--- src/rtl/rv32i_prog_loader_pkg.sv ---
// Shared types and helpers for the rv32i program loader.
//   loader_state_e : loader FSM states
//   lane_insert    : place one byte into a given little-endian lane of a word
package rv32i_prog_loader_pkg;

    typedef enum logic [2:0] {
        ST_HALT,
        ST_LOAD,
        ST_FLUSH,
        ST_RUN,
        ST_ERROR
    } loader_state_e;

    localparam int BYTES_PER_WORD = 4;

    function automatic logic [31:0] lane_insert(input logic [31:0] word,
                                                input logic [1:0]  lane,
                                                input logic [7:0]  b);
        logic [31:0] w;
        w = word;
        w[{lane, 3'b000} +: 8] = b;
        return w;
    endfunction

endpackage

--- src/rtl/rv32i_prog_loader_packer.sv ---
// Byte-to-word packer for the program loader.
// Ports:
//   clk, reset_n : clock, async active-low reset
//   clear        : drop any partial word (new load or after a flush write)
//   take         : a byte is accepted this cycle
//   data         : the accepted byte
//   byte_cnt     : lanes already filled in the pack register (0..3)
//   word_done    : this cycle's byte completes a word
//   full_word    : pack register with this cycle's byte inserted
//   pad_word     : pack register as-is; unfilled upper lanes are zero
module prog_loader_packer
    import rv32i_prog_loader_pkg::*;
(
    input  logic        clk,
    input  logic        reset_n,
    input  logic        clear,
    input  logic        take,
    input  logic [7:0]  data,
    output logic [1:0]  byte_cnt,
    output logic        word_done,
    output logic [31:0] full_word,
    output logic [31:0] pad_word
);

    logic [31:0] pack;

    assign full_word = lane_insert(pack, byte_cnt, data);
    assign word_done = take && (byte_cnt == 2'd3);
    // Lanes are filled in order from a cleared register, so the upper
    // unfilled lanes are already zero.
    assign pad_word  = pack;

    always_ff @(posedge clk or negedge reset_n) begin
        if (!reset_n) begin
            pack     <= '0;
            byte_cnt <= '0;
        end else if (clear || word_done) begin
            pack     <= '0;
            byte_cnt <= '0;
        end else if (take) begin
            pack     <= full_word;
            byte_cnt <= byte_cnt + 2'd1;
        end
    end

endmodule

--- src/rtl/rv32i_prog_loader.sv ---
// Program loader: packs a host byte stream little-endian into 32-bit words
// and writes them to instruction memory from BASE_ADDR upward, holding the
// core in reset until the image is complete.
// Ports:
//   clk, reset_n          : clock, async active-low reset
//   start, finish         : single-cycle load begin / stream end pulses
//   s_valid, s_data       : byte stream in; s_ready accepts
//   imem_we/addr/wdata    : registered one-cycle memory write
//   core_reset_n          : active-low core reset
//   busy, error           : loading / sticky overflow
//   word_count            : words written in the current load
module rv32i_prog_loader
    import rv32i_prog_loader_pkg::*;
#(
    parameter logic [31:0] BASE_ADDR   = 32'h8000_0000,
    parameter int          DEPTH_WORDS = 4096,
    localparam int         CW          = $clog2(DEPTH_WORDS) + 1
) (
    input  logic          clk,
    input  logic          reset_n,
    input  logic          start,
    input  logic          finish,
    input  logic          s_valid,
    input  logic [7:0]    s_data,
    output logic          s_ready,
    output logic          imem_we,
    output logic [31:0]   imem_addr,
    output logic [31:0]   imem_wdata,
    output logic          core_reset_n,
    output logic          busy,
    output logic          error,
    output logic [CW-1:0] word_count
);

    localparam logic [CW-1:0] DEPTH_CNT = CW'(DEPTH_WORDS);

    loader_state_e state;

    logic        full;
    logic        take;
    logic        pk_clear;
    logic [1:0]  byte_cnt;
    logic        word_done;
    logic [31:0] full_word;
    logic [31:0] pad_word;
    logic [31:0] wr_addr;

    assign full     = (word_count == DEPTH_CNT);
    // s_ready depends only on registered state, never on s_valid.
    assign s_ready  = (state == ST_LOAD) && !full;
    // start abandons the load, so a byte offered alongside it is not taken.
    assign take     = s_valid && s_ready && !start;
    assign pk_clear = start || (state == ST_FLUSH);
    assign busy     = (state == ST_LOAD) || (state == ST_FLUSH);
    assign wr_addr  = BASE_ADDR + (32'(word_count) << 2);

    prog_loader_packer u_packer (
        .clk       (clk),
        .reset_n   (reset_n),
        .clear     (pk_clear),
        .take      (take),
        .data      (s_data),
        .byte_cnt  (byte_cnt),
        .word_done (word_done),
        .full_word (full_word),
        .pad_word  (pad_word)
    );

    always_ff @(posedge clk or negedge reset_n) begin
        if (!reset_n) begin
            state        <= ST_HALT;
            imem_we      <= 1'b0;
            imem_addr    <= '0;
            imem_wdata   <= '0;
            core_reset_n <= 1'b0;
            error        <= 1'b0;
            word_count   <= '0;
        end else begin
            imem_we <= 1'b0;
            if (start) begin
                state        <= ST_LOAD;
                word_count   <= '0;
                error        <= 1'b0;
                core_reset_n <= 1'b0;
            end else begin
                case (state)
                    ST_LOAD: begin
                        core_reset_n <= 1'b0;
                        if (s_valid && full) begin
                            state <= ST_ERROR;
                            error <= 1'b1;
                        end else begin
                            if (word_done) begin
                                imem_we    <= 1'b1;
                                imem_addr  <= wr_addr;
                                imem_wdata <= full_word;
                                word_count <= word_count + 1'b1;
                            end
                            // A byte taken with finish lands first; if it
                            // completed a word, byte_cnt is 0 in FLUSH.
                            if (finish) state <= ST_FLUSH;
                        end
                    end
                    ST_FLUSH: begin
                        if (byte_cnt != 2'd0) begin
                            imem_we    <= 1'b1;
                            imem_addr  <= wr_addr;
                            imem_wdata <= pad_word;
                            word_count <= word_count + 1'b1;
                        end
                        state <= ST_RUN;
                    end
                    ST_RUN: begin
                        // Wait out a flush write still on the bus.
                        core_reset_n <= !imem_we;
                    end
                    default: begin
                        core_reset_n <= 1'b0;
                    end
                endcase
            end
        end
    end

endmodule

--- config.mk ---
export PLATFORM = sky130hd
export DESIGN_NAME = rv32i_prog_loader
export DESIGN_NICKNAME = d
export VERILOG_FILES = /design/src/rtl/rv32i_prog_loader_pkg.sv /design/src/rtl/rv32i_prog_loader_packer.sv /design/src/rtl/rv32i_prog_loader.sv
export SDC_FILE = /design/constraint.sdc
export NUM_CORES = 1
export LEC_CHECK = 0
export ABC_CLOCK_PERIOD_IN_PS = 5500
export BUFFER_PORTS_ARGS = -buffer_cell sky130_fd_sc_hd__buf_4
export CAP_MARGIN = 5
export CORE_UTILIZATION = 59
export CTS_BUF_LIST = sky130_fd_sc_hd__clkbuf_16
export CTS_CLUSTER_SIZE = 24
export DETAILED_ROUTE_END_ITERATION = 7
export PLACE_DENSITY = 0.89
export SKIP_LAST_GASP = 1
export SLEW_MARGIN = 10
export SYNTH_ARGS = -nofsm -noshare
export SYNTH_HDL_FRONTEND = slang
export SYNTH_SLANG_ARGS = --single-unit
--- constraint.sdc ---
create_clock -name clk -period 5.5 [get_ports clk]
set_input_delay 1.1 -clock clk [delete_from_list [all_inputs] [get_ports clk]]
set_output_delay 1.1 -clock clk [all_outputs]
set_load 0.01 [all_outputs]
; After elaboration in Yosys (flattened, before gate mapping)
; Cells that the tools add are included.
[op_classes]
add_sub_neg = 4
eq_ne = 13
shift = 2
n_mux = 32
n_bitwise = 1
n_reduce_logical = 21
[ops]
columns = op, n
row1 = two-way mux 32 bit, 8
row2 = case mux 32 bit (2 select lines), 2
row3 = two-way mux 13 bit, 4
row4 = adder 32 x 15 -> 32 bit (first input constant), 1
row5 = bitwise mux 32 bit, 1
row6 = variable shift 8 x 7 -> 32 bit (first input constant), 1
row7 = variable part select 8 x 7 -> 32 bit, 1
row8 = case mux 13 bit (2 select lines), 1
row9 = adder 13 x 1 -> 13 bit (second input constant), 1
row10 = == test 13 bit (second input constant), 1
row11 = nonzero test 2 bit, 5
row12 = two-way mux 3 bit, 3
row13 = two-way mux 1 bit, 8
row14 = negator 5 -> 7 bit, 1
row15 = == test 3 x 2 -> 1 bit (second input constant), 2
row16 = inequality test 3 x 2 -> 1 bit (second input constant), 2
row17 = case mux 3 bit (2 select lines), 1
row18 = logical AND 1 bit, 5
row19 = AND reduction 5 bit, 1
row20 = two-way mux 2 bit, 2
row21 = inequality test 2 x 1 -> 1 bit (second input constant), 2
row22 = inequality test 2 bit (second input constant), 2
row23 = inequality test 4 x 3 -> 1 bit (second input constant), 1
row24 = case mux 1 bit (2 select lines), 2
row25 = other kinds (10), 15
[word_totals]
reg_bits = 117
in_bits = 13
output_inout_bits = 82
wordCells = 82

; Depth between registers and ports, before layout
; Gate-level depths: netlist of the first run.
[logic_depth]
depth_word = 10
depth_mapped = 9

; Cells and area by module
; From an unflattened synthesis of the first run, not the netlist that was laid out.
[unflattened]
cells_unflattened = 467
hier_area_um2 = 5041.1
[by_module_without_submodules]
columns = module, n_inst, cells_each, area_each_um2, seq_area_each_um2
row1 = rv32i_prog_loader, 1, 302, 3233.1, 1626.6
row2 = prog_loader_packer, 1, 165, 1808.0, 850.8

; Worst setup path after synthesis of the first run
; No wires, ideal clock.
[synth_timing]
path_type = input -> register
from = input port start
to = register imem_addr[10]
setup_ns = 0.125
t_arrival_ns = 2.719
slack_ns = 2.656
cell_stages = 6
path_buffers = 2
path_cell_list = clkbuf_1 -> nor4b_4 -> nand3_1 -> o21ai_2 -> buf_4 -> mux2_2
[synth_between]
elab_chain_cells = 5
elab_cells_between_ends = 6
classes_between = eq/ne: 1 / bitwise: 1 / reduce/logical: 4
[synth_rtl]
columns = element, line
row1 = "start, declared", rv32i_prog_loader.sv:21  ; input logic start,
row2 = logical NOT 1 bit, rv32i_prog_loader.sv:52  ; assign take = s_valid && s_ready && !start;
row3 = logical AND 1 bit, rv32i_prog_loader.sv:52
row4 = logical AND 1 bit, rv32i_prog_loader_packer.sv:28  ; assign word_done = take && (byte_cnt == 2'd3);
row5 = inequality test 2 x 1 -> 1 bit (no source line), -
row6 = AND reduction 5 bit (no source line) (*), -
row7 = "end signal, assigned", rv32i_prog_loader.sv:95  ; imem_addr <= wr_addr;
row8 = "end signal, assigned", rv32i_prog_loader.sv:107  ; imem_addr <= wr_addr;
row9 = "end, declared", rv32i_prog_loader.sv:27  ; output logic [31:0] imem_addr,
; Mark *: on every way between the ends. The rest lies on a longest branch, timed or not.
; A chain may end at the register's enable or synchronous reset.

; Worst setup path after layout of the first run
[layout_timing]
from = input port start
to = register imem_wdata[10]
[layout_between]
elab_chain_cells = 5
elab_cells_between_ends = 6
classes_between = eq/ne: 1 / bitwise: 1 / reduce/logical: 4
[layout_rtl]
columns = element, line
row1 = logical NOT 1 bit, rv32i_prog_loader.sv:52
row2 = logical AND 1 bit, rv32i_prog_loader.sv:52
row3 = logical AND 1 bit, rv32i_prog_loader_packer.sv:28
row4 = inequality test 2 x 1 -> 1 bit (no source line), -
row5 = AND reduction 5 bit (no source line) (*), -
row6 = "end signal, assigned", rv32i_prog_loader.sv:96  ; imem_wdata <= full_word;
row7 = "end signal, assigned", rv32i_prog_loader.sv:108  ; imem_wdata <= pad_word;
row8 = "end, declared", rv32i_prog_loader.sv:28  ; output logic [31:0] imem_wdata,
; Marked as above.

==> flow_metrics.env, run 1 <==
export IMPL_status="complete, no violations"
export IMPL_fmax_mhz=288
export IMPL_ir_drop_v=0.000200
export IMPL_ys_ff_latch=99
export IMPL_cpPeakStageDelay_ps=980
export IMPL_die_area_um2=8370
export IMPL_cp_common_cell="buf_4"
export IMPL_cts_buffers=9
export IMPL_mostFrequentLayoutCells="dfrtp_1 (99), buf_4 (78), nor2_1 (58)"
export IMPL_routed_wl_mm=11.0
export IMPL_critPathArrivalTime_ps=3730
export IMPL_port_buffers=76
export IMPL_syn_inst=460
export IMPL_gr_total_overflow=0
export IMPL_rrSetupSlack_ps=2430
export IMPL_worst_slew_pin_slew_ps=1230
export IMPL_p_sw_mw=0.489
export IMPL_finalSetupTns_ps=0
export IMPL_drtPass1Iterations=5
export IMPL_grt_pass1_wl_mm=17.5
export IMPL_p_leak_nw=2.58
export IMPL_power_density_nw_per_um2=324
export IMPL_hold_viol=0
export IMPL_cts_sinks=99
export IMPL_viasPerCell=6.09
export IMPL_fp_dieW_um=91.5
export IMPL_syn_avg_cell_area_um2=10.3
export IMPL_fin_crit_ps=3470
export IMPL_final_util=0.712
export IMPL_hold_class="reg2reg"
export IMPL_p_seq_frac=0.474
export IMPL_placed_cell_area_um2=5210
export IMPL_cts_resized=0
export IMPL_cts_tree="done"
export IMPL_cts_max_level=3
export IMPL_intPower_mw=1.29
export IMPL_stdcell_area_um2=5500
export IMPL_p_clk_frac=0.350
export IMPL_nets=534
export IMPL_grt_max_degree=65
export IMPL_dp_hpwl_mm=7.08
export IMPL_startpoint_type="input port"
export IMPL_drv_slew=0
export IMPL_gp_congestion=0.889
export IMPL_clk_latency_ps=340
export IMPL_fp_dieH_um=91.5
export IMPL_post_route_period_util=0.631
export IMPL_required_ps=5760
export IMPL_register_area_um2=2480
export IMPL_ys_seq_area_frac=0.524
export IMPL_crit_type="in2reg"
export IMPL_io_pins=95
export IMPL_antenna_found_initial=0
export IMPL_drcViolationCount=0
export IMPL_drtIter0Drc=244
export IMPL_multiInputGateArea_um2=1990
export IMPL_clk_path_buf_depth=2
export IMPL_p_comb_frac=0.176
export IMPL_rsz0062_at_grt="no"
export IMPL_grt_usage=0.269
export IMPL_cp_cell_sequence="buf_4, nor4b_4, nand3_1, o21ai_4, buf_4, nor2_1, a21oi_1"
export IMPL_netlist_area_um2=4720
export IMPL_postRouteAntennaNets=0
export IMPL_clkTransAtPathRegs_ps=70
export IMPL_initial_core_util=0.611
export IMPL_nFillCells=547
export IMPL_max_cap_violations=0
export IMPL_post_cts_buffers=0
export IMPL_ys_warn_count=0
export IMPL_area_delta_synth_final_pct=16.5
export IMPL_ys_types=48
export IMPL_layout_drive_gt1_share=0.239
export IMPL_diodes=0
export IMPL_cp_end_kind="flip-flop"
export IMPL_num_rows=32
export IMPL_switching_share=0.275
export IMPL_setup_viol=0
export IMPL_layout_commonest_cell="dfrtp_1"
export IMPL_vias=3774
export IMPL_crit_fanout=49
export IMPL_root_buffer="clkbuf_16"
export IMPL_slowest_stage="o21ai_4"
export IMPL_cts_hold_fix_buffers=0
export IMPL_route_detailed_wl_per_inst_um=17.7
export IMPL_coreArea_um2=7730
export IMPL_skew_ps=6.39
export IMPL_max_slew_margin=0.180
export IMPL_grt_pass1_vias=3492
-- worst paths after layout --
path,startpoint,to,cells past startpoint
min in group asynchronous,reset_n,imem_addr[4],1
max,start,imem_wdata[10],7
min reg2reg,imem_addr[31],imem_addr[31],1
max reg2reg,state[2],imem_wdata[10],6
min,imem_addr[31],imem_addr[31],1
max in group asynchronous,reset_n,u_packer.pad_word[29],2
-- per-layer routing --
layer	global-route usage	up-vias	routed length, um
li1	-	1692	-
met1	0.355	1858	4680
met2	0.443	201	5460
met3	0.0544	23	667
met4	0.0966	0	184
met5	0	-	0
-- stage by stage --
step                      std cells  hold slack (ps)  power, mW  setup WS (ps)
after detailed placement        605              475       1.17           1730
final                           620              489       1.78           2030
after floorplan                 477              458       1.02           2660
after CTS                       620              492       1.78           2090
after global routing            620              509       1.85           1830
after global placement          605              458       1.15           1900
-- power by group through the flow --
| stage | registers, mW | logic (mW) | clock network, mW |
|---|---|---|---|
| floorplan | 0.881 | 0.138 | 0 |
| global placement | 0.853 | 0.301 | 0 |
| detailed placement | 0.856 | 0.312 | 0 |
| CTS | 0.844 | 0.315 | 0.626 |
| global route | 0.852 | 0.340 | 0.658 |
| finish | 0.844 | 0.314 | 0.623 |
-- layout make-up --
type / instances / share of cell area
clock inverter: 6 / 0.0120
sequential: 99 / 0.450
clock buffer: 9 / 0.0409
tap: 102 / 0.0232
multi-input combinational: 318 / 0.362
timing repair buffer: 78 / 0.106
inverter: 8 / 0.00546
-- state kept, by name (all words and copies together), names as in the netlist --
| signal | flops |
|---|---|
| word_count | 13 |
| imem_wdata | 32 |
| error | 1 |
| imem_addr | 14 |
| u_packer.byte_cnt | 2 |
| imem_we | 1 |
| state | 3 |
| u_packer.pad_word | 32 |
| core_reset_n | 1 |
-- Yosys cell counts (all sizes together) --
cell type  count  area, um^2
nor4           3        18.8
a22oi          8        60.1
xnor2          9        78.8
dfrtp         99        2480
clkbuf         8        30.0
a211oi         4        30.0
buf           44         267
nand3b         2        15.0
a31oi         27         169
a31o           2        17.5
inv            8        30.0
ha             7        87.6
conb           1        3.75
nand2         15        58.8
and3           2        12.5
nor4b          2        32.5
o21bai         1        7.51
nor2b         26         163
a22o          25         219
and4bb         1        12.5
or2b           1        7.51
nor4bb         1        10.0
mux2i          1        10.0
nand4          2        12.5
nor3           3        20.0
or3            1        6.26
mux2          15         169
nor2          61         236
or3b           2        17.5
a21oi         48         240
and4           1        8.76
or4            1        7.51
and2           3        18.8
nand3         10        50.1
or4b           1        10.0
a2111oi        4        35.0
nor3b          4        30.0
o21ai          2        13.8
or2            5        31.3
-- worst max-delay path: cells and delay by family --
kind / cells / cell delay (ps)
AO/OA/AOI/OAI: 2 / 1130
AND/OR/NAND/NOR: 3 / 820
buffers and inverters: 2 / 640
-- cells by family (layout without fill, tap and decap cells) --
logic type | Yosys count | count (layout) | share of synthesized area
other | 1 | 18 | 0.000794
adders and majority gates | 7 | 7 | 0.0185
and+or+nand+nor | 147 | 147 | 0.165
DFF | 99 | 99 | 0.524
muxes | 16 | 16 | 0.0379
AOI/OAI and AO/OA | 121 | 121 | 0.168
xor gates and xnor gates | 9 | 9 | 0.0167
buffers and inverters | 60 | 101 | 0.0691
No activity file was read; power rests on OpenSTA's default activity.
==> run 2: changes to the inputs <==
--- a/config.mk
+++ b/config.mk
@@ -5,14 +5,14 @@
 export SDC_FILE = /design/constraint.sdc
 export NUM_CORES = 1
 export LEC_CHECK = 0
-export ABC_CLOCK_PERIOD_IN_PS = 5500
+export ABC_CLOCK_PERIOD_IN_PS = 3100
 export BUFFER_PORTS_ARGS = -buffer_cell sky130_fd_sc_hd__buf_4
 export CAP_MARGIN = 5
-export CORE_UTILIZATION = 59
+export CORE_UTILIZATION = 50
 export CTS_BUF_LIST = sky130_fd_sc_hd__clkbuf_16
 export CTS_CLUSTER_SIZE = 24
 export DETAILED_ROUTE_END_ITERATION = 7
-export PLACE_DENSITY = 0.89
+export PLACE_DENSITY = 0.81
 export SKIP_LAST_GASP = 1
 export SLEW_MARGIN = 10
 export SYNTH_ARGS = -nofsm -noshare
==> constraint.sdc (replaced) <==
create_clock -name clk -period 3.1 [get_ports clk]
set_input_delay 0.62 -clock clk [delete_from_list [all_inputs] [get_ports clk]]
set_output_delay 0.62 -clock clk [all_outputs]
set_load 0.01 [all_outputs]
==> run 2 against run 1 <==
Effect of this change: sequential share of layout area decreased by 0.94 points; count of clock-buffer cells in the layout unchanged; critical path type is now reg2out; largest power group unchanged; first-iteration DRC count increased by 2.9%; combinational power increased by 80%; clock power increased by 100%; final cell count increased by 2.3%; register-to-register slack got worse by 2000 ps; non-clock buffer count increased by 4; wire length decreased by 1.1%.
==> flow_metrics.env, run 2 (same netlist as run 1, synthesis figures left out) <==
export IMPL_clkTransAtPathRegs_ps=80
export IMPL_coreArea_um2=9200
export IMPL_grt_pass1_wl_mm=17.9
export IMPL_max_cap_violations=0
export IMPL_ir_drop_v=0.000320
export IMPL_post_cts_buffers=0
export IMPL_skew_ps=14.6
export IMPL_worst_slew_pin_slew_ps=709
export IMPL_fp_dieH_um=99.2
export IMPL_gp_congestion=0.811
export IMPL_viasPerCell=5.82
export IMPL_layout_setup_ws_ps=382
export IMPL_nets=538
export IMPL_drtPass1Iterations=5
export IMPL_vias=3690
export IMPL_layout_commonest_cell="dfrtp_1"
export IMPL_cts_resized=0
export IMPL_max_slew_margin=0.528
export IMPL_cts_tree="done"
export IMPL_multiInputGateArea_um2=1990
export IMPL_required_ps=2480
export IMPL_nFillCells=760
export IMPL_holdWs_ps=318
export IMPL_drv_slew=0
export IMPL_crit_fanout=9
export IMPL_dp_hpwl_mm=7.07
export IMPL_initial_core_util=0.514
export IMPL_routed_wl_mm=10.9
export IMPL_clk_latency_ps=360
export IMPL_startpoint_type="flip-flop"
export IMPL_die_area_um2=9840
export IMPL_num_rows=35
export IMPL_route_detailed_wl_per_inst_um=17.2
export IMPL_setup_viol=0
export IMPL_drtIter0Drc=251
export IMPL_final_util=0.611
export IMPL_cts_buffers=9
export IMPL_area_delta_synth_final_pct=19.0
export IMPL_fp_dieW_um=99.2
export IMPL_grt_pass1_vias=3503
export IMPL_drcViolationCount=0
export IMPL_post_route_period_util=0.877
export IMPL_cts_sinks=99
export IMPL_port_buffers=76
export IMPL_gr_total_overflow=0
export IMPL_power_density_nw_per_um2=592
export IMPL_p_leak_nw=2.64
export IMPL_mostFrequentLayoutCells="dfrtp_1 (99), buf_4 (80), nor2_1 (58)"
export IMPL_finalSetupTns_ps=0
export IMPL_clk_path_buf_depth=2
export IMPL_layout_drive_gt1_share=0.247
export IMPL_critPathArrivalTime_ps=2100
export IMPL_pre_cts_ws_ps=508
export IMPL_register_area_um2=2480
export IMPL_cts_hold_fix_buffers=0
export IMPL_grt_max_degree=67
export IMPL_diodes=0
export IMPL_root_buffer="clkbuf_16"
export IMPL_status="complete, no violations"
export IMPL_cts_max_level=3
export IMPL_place_inst=618
export IMPL_hold_class="in2async"
export IMPL_hold_viol=0
export IMPL_io_pins=95
export IMPL_grt_usage=0.233
export IMPL_fin_cells=634
export IMPL_rsz0062_at_grt="no"
export IMPL_crit_type="reg2out"
export IMPL_fmax_mhz=368
export IMPL_antenna_found_initial=0
export IMPL_rrSetupSlack_ps=470
export IMPL_cp_end_kind="primary output"
export IMPL_postRouteAntennaNets=0
export IMPL_fin_crit_ps=2720
==> run 2: cell count changes in the layout (fill, tap and decap cells not counted), moves of 2 or more <==
cell        previous run  this run
buf_12                 0         2
inv_8                  0         3
buf_4                 78        80
clkinvlp_4             3         1
==> run 2: through the flow <==
step / total power, mW / instance area (um^2)
final: 3.33 / 5620
after floorplan: 1.81 / 4790
after detailed placement: 2.09 / 5280
after CTS: 3.35 / 5620
after global placement: 2.06 / 5280
after global routing: 3.47 / 5620
==> run 2: final timing paths <==
kind / start / endpoint / depth (start not counted)
max: word_count[0] / s_ready / 6
min: reset_n / imem_wdata[12] / 1
max reg2reg: u_packer.byte_cnt[0] / imem_wdata[27] / 6
min reg2reg: imem_addr[31] / imem_addr[31] / 1
max in group asynchronous: reset_n / imem_addr[13] / 2
min in group clk: imem_addr[31] / imem_addr[31] / 1
==> run 2: power by group <==
group / switching, mW / internal, mW / leakage, nW
combinational: 0.305 / 0.260 / 1.14
sequential: 0.0845 / 1.42 / 1.33
clock: 0.533 / 0.731 / 0.164
total: 0.922 / 2.41 / 2.64
==> run 2: final cells by class <==
class,count,area share
inverters,8,0.00534
clock inverters,7,0.0209
clock buffers,9,0.0401
multi-input cells,318,0.354
flip-flops and latches,99,0.441
well taps,111,0.0247
repair buffers,82,0.114
==> run 2: critical path: stages, from the launching register on <==
cell and delay, ps:
dfrtp_1 440, inv_1 80, ha_1 140, nor4bb_1 340
and3_1 480, nor2_1 110, buf_4 160
==> run 2: metal layers <==
metal	vias up	GRT usage	part of all wire
met1	1825	0.323	0.46
li1	1717	-	-
met4	0	0.0837	0.016
met2	134	0.362	0.47
met5	-	0	0
met3	14	0.0513	0.058
==> run 3: changes to the inputs <==
--- a/config.mk
+++ b/config.mk
@@ -5,14 +5,15 @@
 export SDC_FILE = /design/constraint.sdc
 export NUM_CORES = 1
 export LEC_CHECK = 0
+export ABC_AREA = 1
 export ABC_CLOCK_PERIOD_IN_PS = 3100
 export BUFFER_PORTS_ARGS = -buffer_cell sky130_fd_sc_hd__buf_4
 export CAP_MARGIN = 5
-export CORE_UTILIZATION = 50
+export CORE_UTILIZATION = 51
 export CTS_BUF_LIST = sky130_fd_sc_hd__clkbuf_16
 export CTS_CLUSTER_SIZE = 24
 export DETAILED_ROUTE_END_ITERATION = 7
-export PLACE_DENSITY = 0.81
+export PLACE_DENSITY = 0.8
 export SKIP_LAST_GASP = 1
 export SLEW_MARGIN = 10
 export SYNTH_ARGS = -nofsm -noshare
==> run 3 against run 2 <==
Effect of this change: combinational power grew 120%; highest routed layer unchanged; sequential power increased by 9%; via count rose by 47%; synthesized area is 21% higher; sequential cell count stayed put; critical endpoint is now word_count[0].
==> flow_metrics.env, run 3 <==
export IMPL_status="complete, no violations"
export IMPL_grt_max_degree=48
export IMPL_drv_slew=0
export IMPL_ys_ff_latch=99
export IMPL_yosysMostFrequentCell="nand2_1"
export IMPL_synth_top_family_by_area="simple AND/OR/NAND/NOR gates"
export IMPL_synth_simple_area_share=0.388
export IMPL_cp_depth=8
export IMPL_hold_viol=0
export IMPL_required_ps=3340
export IMPL_clk_path_buf_depth=2
export IMPL_synth_area_leader_cell="dfrtp_1"
export IMPL_fp_dieW_um=108
export IMPL_port_buffers=76
export IMPL_diodes=0
export IMPL_drtPass1Iterations=5
export IMPL_finalSetupTns_ps=0
export IMPL_drtIter0Drc=515
export IMPL_rrSetupSlack_ps=230
export IMPL_ir_drop_v=0.000436
export IMPL_cts_tree="done"
export IMPL_gr_total_overflow=0
export IMPL_skew_ps=5.53
export IMPL_grt_usage=0.263
export IMPL_grt_pass1_wl_mm=24.1
export IMPL_clk_latency_ps=350
export IMPL_root_buffer="clkbuf_16"
export IMPL_cts_max_level=3
export IMPL_cts_buffers=9
export IMPL_vias=5442
export IMPL_cp_num_buf_inv=1
export IMPL_syn_inst=797
export IMPL_post_route_period_util=0.927
export IMPL_clkTransAtPathRegs_ps=70
export IMPL_fin_crit_ps=2870
export IMPL_path_delay_family="simple AND/OR/NAND/NOR gates"
export IMPL_dp_hpwl_mm=9.81
export IMPL_grt_pass1_vias=4951
export IMPL_synth_compound_area_frac=0.0474
export IMPL_num_rows=38
export IMPL_muxShareOfSynthArea=0
export IMPL_netlist_area_um2=5700
export IMPL_power_density_nw_per_um2=612
export IMPL_layout_drive_gt1_share=0.140
export IMPL_cp_common_cell="nand2_1"
export IMPL_reg2reg_to="word_count[0]"
export IMPL_die_area_um2=11600
export IMPL_gp_congestion=0.867
export IMPL_ys_types=26
export IMPL_ys_warn_count=0
export IMPL_crit_type="reg2reg"
export IMPL_nFillCells=981
export IMPL_io_pins=95
export IMPL_setup_viol=0
export IMPL_syn_avg_cell_area_um2=7.15
export IMPL_layout_commonest_cell="nand2_1"
export IMPL_post_cts_buffers=0
export IMPL_fmax_mhz=348
export IMPL_route_detailed_wl_per_inst_um=14.4
export IMPL_synth_xor_area_frac=0
export IMPL_postRouteAntennaNets=0
export IMPL_nets=872
export IMPL_max_cap_violations=0
export IMPL_max_slew_margin=0.427
export IMPL_synth_edf_count=0
export IMPL_synth_top_area_frac=0.435
export IMPL_synth_area_leaders="dfrtp_1 (43%), nand2_1 (20%), nand3_1 (10%), inv_1 (4.2%), nand4_1 (4.1%)"
export IMPL_worst_slew_pin_slew_ps=856
export IMPL_slowest_stage="nor2_1"
export IMPL_synthArstFlopShare=1.00
export IMPL_p_leak_nw=3.45
export IMPL_critPathArrivalTime_ps=3110
export IMPL_antenna_found_initial=0
export IMPL_initial_core_util=0.526
export IMPL_cts_resized=0
export IMPL_synthAdderAreaFrac=0.0154
export IMPL_r2r_cells=8
export IMPL_startpoint_type="flip-flop"
export IMPL_coreArea_um2=10800
export IMPL_cp_cell_sequence="inv_1, ha_1, nand3_1, nand2_1, nor2_1, nand2_1, nand2_1, nand2_1"
export IMPL_cts_hold_fix_buffers=0
export IMPL_rr_startpoint="u_packer.byte_cnt[0]"
export IMPL_drcViolationCount=0
export IMPL_routed_wl_mm=14.4
export IMPL_area_delta_synth_final_pct=15.1
export IMPL_synth_commonest_cells="nand2_1 (309), nand3_1 (117), dfrtp_1 (99)"
export IMPL_hold_class="in2async"
export IMPL_ys_flop_type="dfrtp_1"
export IMPL_mostFrequentLayoutCells="nand2_1 (309), nand3_1 (117), dfrtp_1 (99)"
export IMPL_fp_dieH_um=108
export IMPL_ys_seq_area_frac=0.435
export IMPL_crit_fanout=14
export IMPL_cts_sinks=99
export IMPL_rsz0062_at_grt="no"
export IMPL_cp_end_kind="flip-flop"
export IMPL_viasPerCell=5.46
export IMPL_cpPeakStageDelay_ps=660
export IMPL_total_power_mw=4.01
==> run 3: cell families after synthesis <==
group / count (synthesis)
adder cells (fa/ha/maj): 7
AND/OR/NAND/NOR: 508
other: 1
flip-flops: 99
buffers and inverters: 134
AO/OA/AOI/OAI: 48
==> run 3: final cells by class <==
cell class | instances | area (um^2) | area share
Multi-Input combinational cell | 581 | 2630 | 0.402
Sequential cell | 99 | 2480 | 0.378
Timing Repair Buffer | 93 | 711 | 0.108
Inverter | 68 | 259 | 0.0395
Clock buffer | 9 | 225 | 0.0344
Tap cell | 140 | 175 | 0.0267
Clock inverter | 7 | 75.1 | 0.0115
==> run 3: layer usage <==
metal | track usage | part of all wire | vias up
met5 | 0 | 0 | -
met4 | 0.0773 | 0.015 | 0
met3 | 0.0400 | 0.066 | 18
met2 | 0.430 | 0.48 | 218
met1 | 0.359 | 0.44 | 2548
li1 | - | - | 2658
==> run 3: worst reg2reg max path: stages (launching register included) <==
cell     delay (ps)
dfrtp_1         580
inv_1           160
ha_1            400
nand3_1         150
nand2_1          60
nor2_1          660
nand2_1         510
nand2_1         180
nand2_1          60
==> run 3: worst max-delay path by stage <==
stage	slack, ps	startpoint	to
after floorplan	1330	word_count[0]	s_ready
after global placement	370	u_packer.byte_cnt[0]	imem_wdata[23]
after detailed placement	310	u_packer.byte_cnt[0]	imem_wdata[20]
after CTS	270	u_packer.byte_cnt[0]	imem_wdata[23]
after global routing	40	u_packer.byte_cnt[0]	word_count[1]
final	230	u_packer.byte_cnt[0]	word_count[0]
==> run 3: report_power, final <==
group | internal [mW] | switching, mW
clock | 0.632 | 0.525
combinational | 0.456 | 0.763
sequential | 1.50 | 0.136
total | 2.59 | 1.42
==> run 3: per-stage QoR <==
step | instances | instance area [um^2] | setup slack (ps) | utilization | hold slack (ps)
detailed placement | 981 | 6250 | 313 | 0.577 | 458
finish | 997 | 6560 | 226 | 0.605 | 274
global route | 997 | 6560 | 37.5 | 0.605 | 316
CTS | 997 | 6550 | 269 | 0.604 | 292
global placement | 981 | 6250 | 372 | 0.577 | 453
floorplan | 814 | 5760 | 1330 | - | 324
